[src/rtl/div_param.sv]
// div_param: parametrised sequential restoring divider, signed/unsigned, one quotient bit per cycle.
module div_param #(
  parameter int WIDTH = 16
) (
  input  logic             clock,
  input  logic             rst,
  input  logic             comenzar,
  input  logic             con_signo,
  input  logic [WIDTH-1:0] dividendo,
  input  logic [WIDTH-1:0] divisor,
  output logic             ocupado,
  output logic             finalizado,
  output logic [WIDTH-1:0] cociente,
  output logic [WIDTH-1:0] residuo,
  output logic             div_cero,
  output logic             desbordamiento
);
  localparam int CW = $clog2(WIDTH + 1);
  typedef enum logic [2:0] {REPOSO, CARGAR, ITERAR, CORREGIR, TERMINADO} state_t;
  state_t r_state, w_next;
  logic [WIDTH-1:0] r_dvd, r_dvs, r_mdvs, r_q, r_rem;
  logic r_signed, r_qs, r_rs;
  logic [CW-1:0] r_cnt;
  logic [WIDTH:0] w_sh, w_trial;
  logic [WIDTH-1:0] w_mdvd, w_mdvs;
  logic w_dvd_neg, w_dvs_neg, w_ovf;

  assign ocupado   = r_state != REPOSO;
  assign w_dvd_neg = r_signed & r_dvd[WIDTH-1];
  assign w_dvs_neg = r_signed & r_dvs[WIDTH-1];
  assign w_mdvd    = w_dvd_neg ? -r_dvd : r_dvd;
  assign w_mdvs    = w_dvs_neg ? -r_dvs : r_dvs;
  // The remainder never exceeds the divisor, so WIDTH+1 bits hold the trial sign exactly.
  assign w_sh      = {r_rem, r_q[WIDTH-1]};
  assign w_trial   = w_sh - {1'b0, r_mdvs};
  assign w_ovf     = r_signed && r_dvd == {1'b1, {(WIDTH-1){1'b0}}} && &r_dvs;

  always_comb begin
    w_next = REPOSO;
    case (r_state)
      REPOSO:   w_next = comenzar ? CARGAR : REPOSO;
      CARGAR:   w_next = r_dvs == '0 ? TERMINADO : ITERAR;
      ITERAR:   w_next = r_cnt == CW'(1) ? CORREGIR : ITERAR;
      CORREGIR: w_next = TERMINADO;
      default:  w_next = REPOSO;
    endcase
  end

  always_ff @(posedge clock) r_state <= rst ? REPOSO : w_next;

  always_ff @(posedge clock) begin
    if (rst) begin
      r_dvd          <= '0;
      r_dvs          <= '0;
      r_mdvs         <= '0;
      r_q            <= '0;
      r_rem          <= '0;
      r_signed       <= 1'b0;
      r_qs           <= 1'b0;
      r_rs           <= 1'b0;
      r_cnt          <= '0;
      cociente       <= '0;
      residuo        <= '0;
      div_cero       <= 1'b0;
      desbordamiento <= 1'b0;
      finalizado     <= 1'b0;
    end else begin
      finalizado <= 1'b0;
      case (r_state)
        REPOSO: if (comenzar) begin
          r_dvd    <= dividendo;
          r_dvs    <= divisor;
          r_signed <= con_signo;
        end
        CARGAR: begin
          r_rem  <= '0;
          r_q    <= w_mdvd;
          r_mdvs <= w_mdvs;
          r_qs   <= w_dvd_neg ^ w_dvs_neg;
          r_rs   <= w_dvd_neg;
          r_cnt  <= CW'(WIDTH);
          if (r_dvs == '0) begin
            cociente       <= '1;
            residuo        <= r_dvd;
            div_cero       <= 1'b1;
            desbordamiento <= 1'b0;
            finalizado     <= 1'b1;
          end
        end
        ITERAR: begin
          r_rem <= w_trial[WIDTH] ? w_sh[WIDTH-1:0] : w_trial[WIDTH-1:0];
          r_q   <= {r_q[WIDTH-2:0], ~w_trial[WIDTH]};
          r_cnt <= r_cnt - CW'(1);
        end
        CORREGIR: begin
          cociente       <= r_qs ? -r_q : r_q;
          residuo        <= r_rs ? -r_rem : r_rem;
          div_cero       <= 1'b0;
          desbordamiento <= w_ovf;
          finalizado     <= 1'b1;
        end
        default: ;
      endcase
    end
  end
endmodule

[config.mk]
export PLATFORM = sky130hd
export DESIGN_NAME = div_param
export DESIGN_NICKNAME = d
export VERILOG_FILES = /design/src/rtl/div_param.sv
export SDC_FILE = /design/constraint.sdc
export NUM_CORES = 1
export LEC_CHECK = 0
export CAP_MARGIN = 20
export CORE_UTILIZATION = 45
export DETAILED_ROUTE_END_ITERATION = 16
export PLACE_DENSITY = 0.75
export RECOVER_POWER = 25
export SETUP_SLACK_MARGIN = 0.3
export SLEW_MARGIN = 20
export SYNTH_ARGS = -nofsm -noshare
export SYNTH_HDL_FRONTEND = slang
export SYNTH_SLANG_ARGS = --single-unit
[constraint.sdc]
create_clock -name clock -period 2.7 [get_ports clock]
set_input_delay 0.54 -clock clock [delete_from_list [all_inputs] [get_ports clock]]
set_output_delay 0.54 -clock clock [all_outputs]
set_load 0.01 [all_outputs]
# Word level (Yosys, flattened, before mapping)
# Index checks and enable logic that the tools add are counted.
# op_classes
n_addsub	6
n_eq_ne	6
n_mux	22
n_bitwise	4
reduce_logical	10
# ops
cell	count
one-hot mux 16 bit (2 select lines)	4
two-way mux 16 bit	7
negator 16 bit	4
subtractor 17 x 16 -> 17 bit	1
== test 16 bit, second input constant	1
logical NOT 16 bit	1
AND reduction 16 bit	1
one-hot mux 3 bit (4 select lines)	1
one-hot mux 5 bit (2 select lines)	1
== test 3 x 2 -> 1 bit, second input constant	2
one-hot mux 1 bit (2 select lines)	3
== test 5 x 1 -> 1 bit, second input constant	1
two-way mux 1 bit	5
subtractor 5 x 1 -> 5 bit, second input constant	1
AND reduction 2 bit	2
nonzero test 2 bit	2
== test 3 x 1 -> 1 bit, second input constant	1
logical NOT 3 bit	1
two-way mux 3 bit	1
nonzero test 3 bit	1
AND 1 bit	2
logical AND 1 bit	2
inequality test 2 bit, second input constant	1
inverter 1 bit	1
XOR 1 bit	1
# totals
reg_bits	126
output_inout_bits	36
elab_cells	63

# Longest topological paths before layout
# Gate-level depths: netlist (run 1).
# depth
word_depth	4
depth_mapped	11

# Worst setup path before layout (run 1)
# Ideal clock, no wire load.
# synth_timing
path_type	reg2reg
startpoint	register r_q[15]
endpoint	register r_rem[0]
setup_ps	117
arrival_time_ps	2535
slack_ps	48
path_stages_with_launch	12
path_buffers	1
path_cell_list	dfxtp_1 -> inv_1 -> ha_1 -> fa_1 -> nand2b_1 -> a21oi_1 -> o211ai_1 -> and4_1 -> nor4_1 -> buf_2 -> mux2i_1 -> a22o_1
# synth_via
elab_chain_cells	3
# synth_rtl
element	line	source
start, declared	21	logic [WIDTH-1:0] r_dvd, r_dvs, r_mdvs, r_q, r_rem;
start signal, assigned	77	r_q <= w_mdvd;
start signal, assigned	92	r_q <= {r_q[WIDTH-2:0], ~w_trial[WIDTH]};
subtractor 17 x 16 -> 17 bit	35	assign w_trial = w_sh - {1'b0, r_mdvs};
two-way mux 16 bit (*)	91	r_rem <= w_trial[WIDTH] ? w_sh[WIDTH-1:0] : w_trial[WIDTH-1:0];
one-hot mux 16 bit (2 select lines) (*)	69	case (r_state)
end signal, assigned	91	
end, declared	21	
# Every way passes the cells marked *; elsewhere a longest branch is shown, timed or not.
# A chain may end at the register's enable or synchronous reset.

# Worst setup path in the final report (run 1)
# layout_timing
startpoint	register r_q[15]
endpoint	register r_rem[7]
# layout_via
elab_chain_cells	3
# layout_rtl
element	line
subtractor 17 x 16 -> 17 bit	35
two-way mux 16 bit	91
one-hot mux 16 bit (2 select lines)	69
# Every way passes these cells.

==> flow_metrics.py, run 1 <==
metrics = {
    "run_status": {
        "outcome": "completed",
    },
    "synth": {
        "synth_area_mm2": 0.00694,
        "syn_nets": 955,
        "yosysWarnings": 0,
        "yosysTopAreaCellShare_pct": 36.3,
        "synth_edf_count": 0,
        "async_reset_ff_share_pct": 0,
        "yosys_most_used_dff": "dfxtp_1",
        "synth_cells": 895,
        "synth_seq_area_share_pct": 36.3,
        "syn_avg_cell_area_um2": 7.76,
        "yosysTopAreaCell": "dfxtp_1",
        "synth.area.top_cells": "dfxtp_1 (36%), nand2_1 (9.0%), a21oi_1 (6.3%)",
        "ys_ff_latch": 126,
        "synth.distinct_cells": 55,
    },
    "finish": {
        "stdcell_area_mm2": 0.00880,
        "multiInputGateArea_mm2": 0.00425,
        "fill_cells": 1358,
        "fin_nets": 1025,
        "area_delta_synth_final_pct": 26.8,
        "final_layout_size_suffix_gt1_share_pct": 10.7,
        "register_area_mm2": 0.00253,
        "final_common_cell": "nand2_1",
        "layout_common_cells": "nand2_1 (166), dfxtp_1 (118), a21oi_1 (81)",
        "antenna_cells": 0,
    },
    "critical_path": {
        "path_max_fanout": 6,
        "critPathArrivalTime_ns": 2.82,
        "required_ns": 2.99,
        "endpoint_kind": "register",
        "r2r-end": "r_rem[7]",
        "r2r_slack_ns": 0.17,
        "reg2reg_depth": 12,
        "critPathKind": "register to register",
        "rr_startpoint": "r_q[15]",
        "cp-start-kind": "register",
    },
    "timing": {
        "slew_headroom_pct": 43.8,
        "period_needed_ns": 2.53,
        "whs_ns": 0.460,
        "grt_setup_unrepaired": "true",
        "period_share_pct": 93.9,
        "hold_viol_final": 0,
        "setup_viol_count_final": 0,
        "slew_violations": 0,
        "finClkSkew_ns": 0.0178,
        "worst_pin_slew_ns": 0.843,
        "max_freq_mhz": 395,
        "fin_setup_tns_ns": 0,
    },
    "job": {
        "drv_cap": 0,
    },
    "global_routing": {
        "track_usage_pct": 24.1,
        "grt_pass1_vias": 5807,
        "grt_pass1_wl_um": 30500,
        "grt_max_degree": 80,
        "antenna_found_initial": 0,
        "overflow": 0,
    },
    "worst_hold_path": {
        "hp-class": "register to register",
        "min_to": "r_mdvs[14]",
        "min_from": "r_mdvs[14]",
        "holdPathStages": 2,
    },
    "power_and_ir_drop": {
        "peakVddDrop_uv": 520,
        "p_per_area_mw_per_mm2": 754,
        "p_leak_nw": 3.39,
        "power_mw": 6.64,
    },
    "clock_tree": {
        "cts_hold_buf": 0,
        "cts-buffers-inserted": 17,
        "clockBufferDepth": 2,
        "cts_root_buf": "clkbuf_16",
        "clk_pin_slew_worst_paths_ns": 0.06,
        "h-tree-depth": 4,
        "clock-sinks": 126,
        "cts_tree": "yes",
        "clk_latency_ns": 0.43,
    },
    "floorplan": {
        "core_mm2": 0.0151,
        "die_w_um": 126,
        "rows": 45,
        "ios": 72,
        "dieArea_mm2": 0.0159,
        "chipHeight_um": 126,
        "start_util_pct": 45.8,
    },
    "routing": {
        "ant_nets": 0,
        "dr_total_vias": 6629,
        "wl_per_cell_um": 16.0,
        "drt_iter0_drc": 730,
        "vias_per_cell": 5.69,
        "drcViolationCount": 0,
        "firstDrtPassIters": 6,
        "drt-total-wl_um": 18700,
    },
    "placed_design": {
        "placed_cell_area_mm2": 0.00790,
        "gp_congestion": 0.917,
        "hpwlAfterDp_um": 13000,
        "io_buffers": 71,
    },
}
layout make-up:
type	count	area share (%)
Multi-Input combinational cell	680	48.3
Sequential cell	126	28.8
Timing Repair Buffer	103	11.3
Clock buffer	20	5.07
Tap cell	188	2.67
Clock inverter	12	2.37
Inverter	37	1.58
synthesized netlist by cell type, drive strengths merged, types with 15 or more instances:
cell type / count
a211oi: 25
a21oi: 87
a311oi: 19
clkbuf: 45
dfxtp: 126
ha: 23
inv: 37
mux2i: 15
nand2: 166
nand3: 18
nor2: 77
nor3: 26
o21ai: 33
xnor2: 36
xor2: 29
metal layers:
metal	vias up	routed length [um]	GRT usage [%]
met5	-	0	0
met1	3086	9040	34.5
met4	0	307	7.65
met3	24	1120	5.27
li1	3299	-	-
met2	220	8240	35.7
how the worst max path moves through the flow:
| stage | startpoint | to | depth (start not counted) |
|---|---|---|---|
| after floorplan | r_q[15] | r_rem[1] | 11 |
| after global placement | r_q[15] | r_rem[4] | 11 |
| after detailed placement | r_q[15] | r_rem[1] | 11 |
| after CTS | r_q[15] | r_rem[7] | 12 |
| after global routing | r_q[15] | r_rem[7] | 12 |
| final | r_q[15] | r_rem[7] | 12 |
through the flow:
| stage | utilization, % | std cells | setup slack (ns) |
|---|---|---|---|
| final | 58.1 | 1166 | 0.165 |
| after global routing | 58.1 | 1166 | 0.0364 |
| after CTS | 57.4 | 1161 | 0.242 |
| after detailed placement | 52.1 | 1123 | 0.151 |
| after global placement | 52.1 | 1123 | 0.225 |
| after floorplan | - | 895 | 0.348 |
sequential cells by signal, summed over array words and instances (netlist names):
name / count
r_q: 16
cociente: 16
r_cnt: 5
r_rem: 16
r_state: 3
r_dvd: 16
residuo: 16
r_rs: 1
r_signed: 1
r_qs: 1
desbordamiento: 1
r_mdvs: 16
finalizado: 1
div_cero: 1
r_dvs: 16
worst max-delay path, stage by stage, from the launching register on:
cell	delay, ns
dfxtp_2	0.33
inv_2	0.05
ha_4	0.15
fa_2	0.34
nand2b_4	0.17
a21oi_4	0.15
o211ai_1	0.13
and4_1	0.25
nor4_4	0.20
buf_4	0.20
buf_12	0.13
mux2i_1	0.20
o21ai_0	0.09
power breakdown:
| group | switching, mW | total, mW | internal, mW |
|---|---|---|---|
| clock network | 0.882 | 2.55 | 1.67 |
| logic | 1.01 | 1.94 | 0.933 |
| registers | 0.162 | 2.15 | 1.99 |
| total | 2.05 | 6.64 | 4.59 |
timing repair:
action / 4_1_cts / 5_1_grt
setup endpoints to repair: 17 / 33
pin swaps: 1 / 5
gates resized for setup: 13 / 30
buffers inserted: 4 / 4
gates cloned: 2 / 1
cell families (layout without fill, tap and decap cells):
family	count (synthesis)	after routing	synth area share (%)
AOI/OAI and AO/OA	229	229	21.4
xor gates and xnor gates	65	65	8.20
adders and majority gates	24	24	4.43
buffers and inverters	89	172	4.90
DFF	126	126	36.3
muxes	16	16	2.33
and+or+nand+nor	346	346	22.4
Power figures use the tool's default switching activity.
==> inputs of run 2 (changes only) <==
--- a/config.mk
+++ b/config.mk
@@ -11,7 +11,6 @@
 export PLACE_DENSITY = 0.75
 export RECOVER_POWER = 25
 export SETUP_SLACK_MARGIN = 0.3
-export SLEW_MARGIN = 20
 export SYNTH_ARGS = -nofsm -noshare
 export SYNTH_HDL_FRONTEND = slang
 export SYNTH_SLANG_ARGS = --single-unit
==> results of run 2 <==
Same layout as run 1: the final DEF is identical, and so are final timing and power.
==> variant 1: new RTL, config.mk and constraints of run 1 <==
Change the parameter `WIDTH` from 16 to 32.
--- a/src/rtl/div_param.sv
+++ b/src/rtl/div_param.sv
@@ -1,6 +1,6 @@
 // div_param: parametrised sequential restoring divider, signed/unsigned, one quotient bit per cycle.
 module div_param #(
-  parameter int WIDTH = 16
+  parameter int WIDTH = 32
 ) (
   input  logic             clock,
   input  logic             rst,
Ports: changed (resized cociente, dividendo, divisor and residuo); port bits go from 72 to 136. The function was not compared with the original's and may differ.
==> variant 1 against run 1 <==
The run now ends with setup timing left; setup slack got worse by 0.30 ns; sequential cell count increased by 113; wire length increased by 140%; first-iteration DRC count increased by 76%; final area increased by 110%; power increased by 67%; synthesized area increased by 92%; largest cell class unchanged.
==> variant 1: results (changes against run 1) <==
[synth]
ys_seq_area_frac=0.360  ; -0.00357
yosys.cell_types.count=71  ; +29%
synth_fp_nets=1830  ; +92%
ys_top_cells_by_area=dfxtp_1 (36%), nand2_1 (8.3%), a21oi_1 (6.7%), xor2_1 (4.7%), xnor2_1 (4.5%)
syn_avg_cell_area_um2=7.72  ; -0.44%
synth_common_cells=nand2_1 (293), dfxtp_1 (239), a21oi_1 (178)

[timing]
setup_slack_ns=-0.135  ; -0.300 ns
setup_violations=73  ; +73
tns_ns=-3.24  ; -3.24 ns
holdWs_ns=0.412  ; -0.0472 ns
finClkSkew_ns=0.0123  ; -0.00550 ns

[setup_path]
r2r_start=r_q[31]
r2r_end=r_rem[1]
crit_arrival_ns=3.27  ; +0.45 ns
path_max_fanout=18  ; +12
crit_family=compound AO/OA/AOI/OAI gates

[power_and_ir_drop]
switching_share=0.315  ; +0.00583
peakVddDrop_v=0.000442  ; -15%
power_leakage_nw=7.06  ; +110%

[cells_and_area]
final_area_mm2=0.0185  ; +110%
fill_cells=2352  ; +73%
layout.nets=2042  ; +99%
drive_above_1_share=0.213  ; +0.105

[place]
place.port_buffers=135  ; +90%
place_area_mm2=0.0160  ; +100%
place_inst=2259  ; +100%
hpwl_mm=30.8  ; +140%
gp_congestion=0.943  ; +2.9%

[grt]
grt_max_degree=72  ; -10%
grt_use_total=0.278  ; +0.0370
grt_pass1_wl_mm=68.4  ; +120%
grt_pass1_vias=12900  ; +120%

[detailed_routing]
via_count=13800  ; +110%
drt-vias-per-instance=5.89  ; +3.6%
drt_pre_antenna_iters=7  ; +1
drtIter0Drc=1286  ; +76%
drt-total-wl_mm=45.3  ; +140%

[worst_hold_path]
hold_class=input port to register
hold_end=r_cnt[2]
hp-start=rst

[clock_tree]
htree_levels=1  ; -3
clk_latency_ns=0.54  ; +0.11 ns
cts_buffer_depth=3  ; +1

[status]
outcome=finished, violations left
violations=setup timing

[variant 1: layout make-up]
class	instances	share of cell area
Multi-Input combinational cell	1308	0.490
Sequential cell	239	0.260
Timing Repair Buffer	303	0.161
Clock buffer	35	0.0409
Tap cell	384	0.0260
Inverter	56	0.0114
Clock inverter	11	0.0103
[variant 1: cells by family (layout without fill, tap and decap cells)]
kind of cell    after synthesis  count (layout)  synth area share
mux                          14              14            0.0106
flops                       239             239             0.360
buf+inv                     175             405            0.0511
xor+xnor                    139             139            0.0916
compound gates              499             499             0.242
simple gates                616             616             0.207
fa+ha+maj                    40              40            0.0382
[variant 1: timing repair]
item / in CTS / in global routing
pin swaps: 47 / 53
endpoints found under the setup margin: 122 / 131
setup buffers: 18 / 2
gates cloned: 6 / 5
gates resized for setup: 115 / 124
[variant 1: how the worst max path moves through the flow]
stage	slack [ns]	endpoint	start
2_1_floorplan	0.05	r_mdvs[29]	r_dvs[10]
3_3_place_gp	0.008	r_mdvs[28]	r_dvs[10]
3_5_place_dp	-0.08	r_rem[6]	r_q[31]
4_1_cts	-0.05	r_rem[6]	r_q[31]
5_1_grt	-0.25	r_rem[1]	r_q[31]
6_report	-0.14	r_rem[1]	r_q[31]
[variant 1: routing by layer]
| metal | track usage | share of wire | vias up |
|---|---|---|---|
| li1 | - | - | 6528 |
| met2 | 0.452 | 0.45 | 630 |
| met1 | 0.374 | 0.42 | 6455 |
| met4 | 0.109 | 0.050 | 0 |
| met5 | 0 | 0 | - |
| met3 | 0.0339 | 0.081 | 151 |
[variant 1: power by group through the flow]
stage               combinational, mW  clock [mW]  sequential [mW]
detailed placement               2.67           0             4.00
CTS                              2.92        3.96             3.93
finish                           3.16        3.94             3.95
global placement                 2.63           0             3.99
floorplan                        1.79           0             3.96
global route                     3.41        4.12             3.97
==> variant 2: new RTL, flow settings as in run 1 <==
Without the edit above. Put one more register stage on the output `residuo`, cleared by the reset. The value now appears one clock later. The other outputs are not delayed to match.
--- a/src/rtl/div_param.sv
+++ b/src/rtl/div_param.sv
@@ -17,6 +17,8 @@
 );
   localparam int CW = $clog2(WIDTH + 1);
   typedef enum logic [2:0] {REPOSO, CARGAR, ITERAR, CORREGIR, TERMINADO} state_t;
+
+  logic [WIDTH-1:0] residuo_s0;
   state_t r_state, w_next;
   logic [WIDTH-1:0] r_dvd, r_dvs, r_mdvs, r_q, r_rem;
   logic r_signed, r_qs, r_rs;
@@ -60,7 +62,7 @@
       r_rs           <= 1'b0;
       r_cnt          <= '0;
       cociente       <= '0;
-      residuo        <= '0;
+      residuo_s0     <= '0;
       div_cero       <= 1'b0;
       desbordamiento <= 1'b0;
       finalizado     <= 1'b0;
@@ -81,7 +83,7 @@
           r_cnt  <= CW'(WIDTH);
           if (r_dvs == '0) begin
             cociente       <= '1;
-            residuo        <= r_dvd;
+            residuo_s0     <= r_dvd;
             div_cero       <= 1'b1;
             desbordamiento <= 1'b0;
             finalizado     <= 1'b1;
@@ -94,7 +96,7 @@
         end
         CORREGIR: begin
           cociente       <= r_qs ? -r_q : r_q;
-          residuo        <= r_rs ? -r_rem : r_rem;
+          residuo_s0     <= r_rs ? -r_rem : r_rem;
           div_cero       <= 1'b0;
           desbordamiento <= w_ovf;
           finalizado     <= 1'b1;
@@ -103,5 +105,13 @@
       endcase
     end
   end
+  always_ff @(posedge clock) begin
+    if (rst) begin
+      residuo <= '0;
+    end else begin
+      residuo <= residuo_s0;
+    end
+  end
+
 endmodule
 
Behaviour: not the same (Yosys sat finds a counterexample within 4 cycles, from zero or initial values and one cycle with rst high).
==> variant 2 against run 1 <==
The run now ends with capacitance limit, slew limit left; synthesized area is 5.9% higher; setup slack lost 0.051 ns; first-iteration DRC count down 30%; sequential cell count increased by 16; wire length down 2.7%; final area increased by 2.8%; power fell by 1.2%; synthesized cell count is 1.8% higher; critical path type unchanged; largest cell class unchanged.
==> variant 2: results (changes against run 1) <==
[timing]
drv_slew=41  ; +41
holdWs_ns=0.451  ; -0.00854 ns
fin_crit_ns=2.59  ; +0.0514 ns
finClkSkew_ns=0.00904  ; -0.00879 ns
slew_headroom=-0.173  ; -0.611

[synth]
synth_common_cells=nand2_1 (164), dfxtp_1 (142), a21oi_1 (82)
ys_seq_area_frac=0.387  ; +0.0234
synth_cells=911  ; +1.8%
ys_top_cells_by_area=dfxtp_1 (39%), nand2_1 (8.4%), a21oi_1 (5.6%), xnor2_1 (4.6%), ha_1 (3.9%)
synth_fp_nets=971  ; +1.7%
yosys.cell_types.count=60  ; +9.1%

[setup_path]
crit_arrival_ns=2.90  ; +0.08 ns
r2r.worst_path.cells=13  ; +1
crit_end=r_rem[2]
cpPeakStageDelay_ns=0.37  ; +0.03 ns
crit_family=compound AO/OA/AOI/OAI gates

[power_and_ir_drop]
peakVddDrop_v=0.000464  ; -11%
power_leakage_nw=3.39  ; +0.16%

[cells_and_area]
multi_input_area_share=0.463  ; -0.0192
diodes=1  ; +1
fill_cells=1430  ; +5.3%
seq_cells=142  ; +13%
register_area_mm2=0.00285  ; +12%
nClkBuffers=18  ; -10%
layout.nets=1031  ; +0.59%
buf_share=0.113  ; +0.000406
inverters=31  ; -16%
nMultiInputCombCells=676  ; -0.59%

[place]
place_ws_ns=0.104  ; -0.0470 ns
hpwl_mm=12.5  ; -3.4%
gp_congestion=0.882  ; -3.8%
place.port_buffers=71  ; unchanged
place_area_mm2=0.00821  ; +3.9%

[worst_hold_path]
hp-start=r_mdvs[14]

[grt]
antenna_found_initial=1  ; +1
grt_use_total=0.224  ; -0.0167
grt_pass1_vias=5947  ; +2.4%
grt_pass1_wl_mm=29.5  ; -3.1%

[status]
outcome=finished, violations left
violations=capacitance limit, slew limit

[detailed_routing]
drt-total-wl_mm=18.2  ; -2.7%
drtIter0Drc=512  ; -30%
drt-vias-per-instance=5.54  ; -2.6%
routedWlPerCell_um=15.2  ; -5.5%
drt_pre_antenna_iters=5  ; -1

[clock_tree]
cts_resized=14  ; +1
postCtsSetupBuffers=5  ; +1

[job]
maxCapViolations=1  ; +1

[floorplan]
die_area_mm2=0.0168  ; +5.8%

[variant 2: logic make-up (layout without fill, tap and decap cells)]
family / Yosys count / after routing / share of synthesized area
AOI/OAI and AO/OA: 234 / 234 / 0.213
DFF: 142 / 142 / 0.387
other: 0 / 1 / 0
adders and majority gates: 24 / 24 / 0.0419
and+or+nand+nor: 339 / 339 / 0.208
muxes: 14 / 14 / 0.0191
xor gates and xnor gates: 65 / 65 / 0.0775
buffers and inverters: 93 / 166 / 0.0540
[variant 2: where the power goes]
| part | internal (mW) | leakage (nW) | total (mW) | switching (mW) |
|---|---|---|---|---|
| registers | 2.23 | 1.16 | 2.39 | 0.161 |
| clock network | 1.40 | 0.290 | 2.35 | 0.953 |
| logic | 0.923 | 1.95 | 1.82 | 0.896 |
[variant 2: per-layer routing]
metal | up-vias | track usage | part of all wire
met5 | - | 0 | 0
met4 | 0 | 0.0917 | 0.030
met3 | 43 | 0.0398 | 0.056
met2 | 216 | 0.353 | 0.45
met1 | 3089 | 0.303 | 0.46
li1 | 3300 | - | -
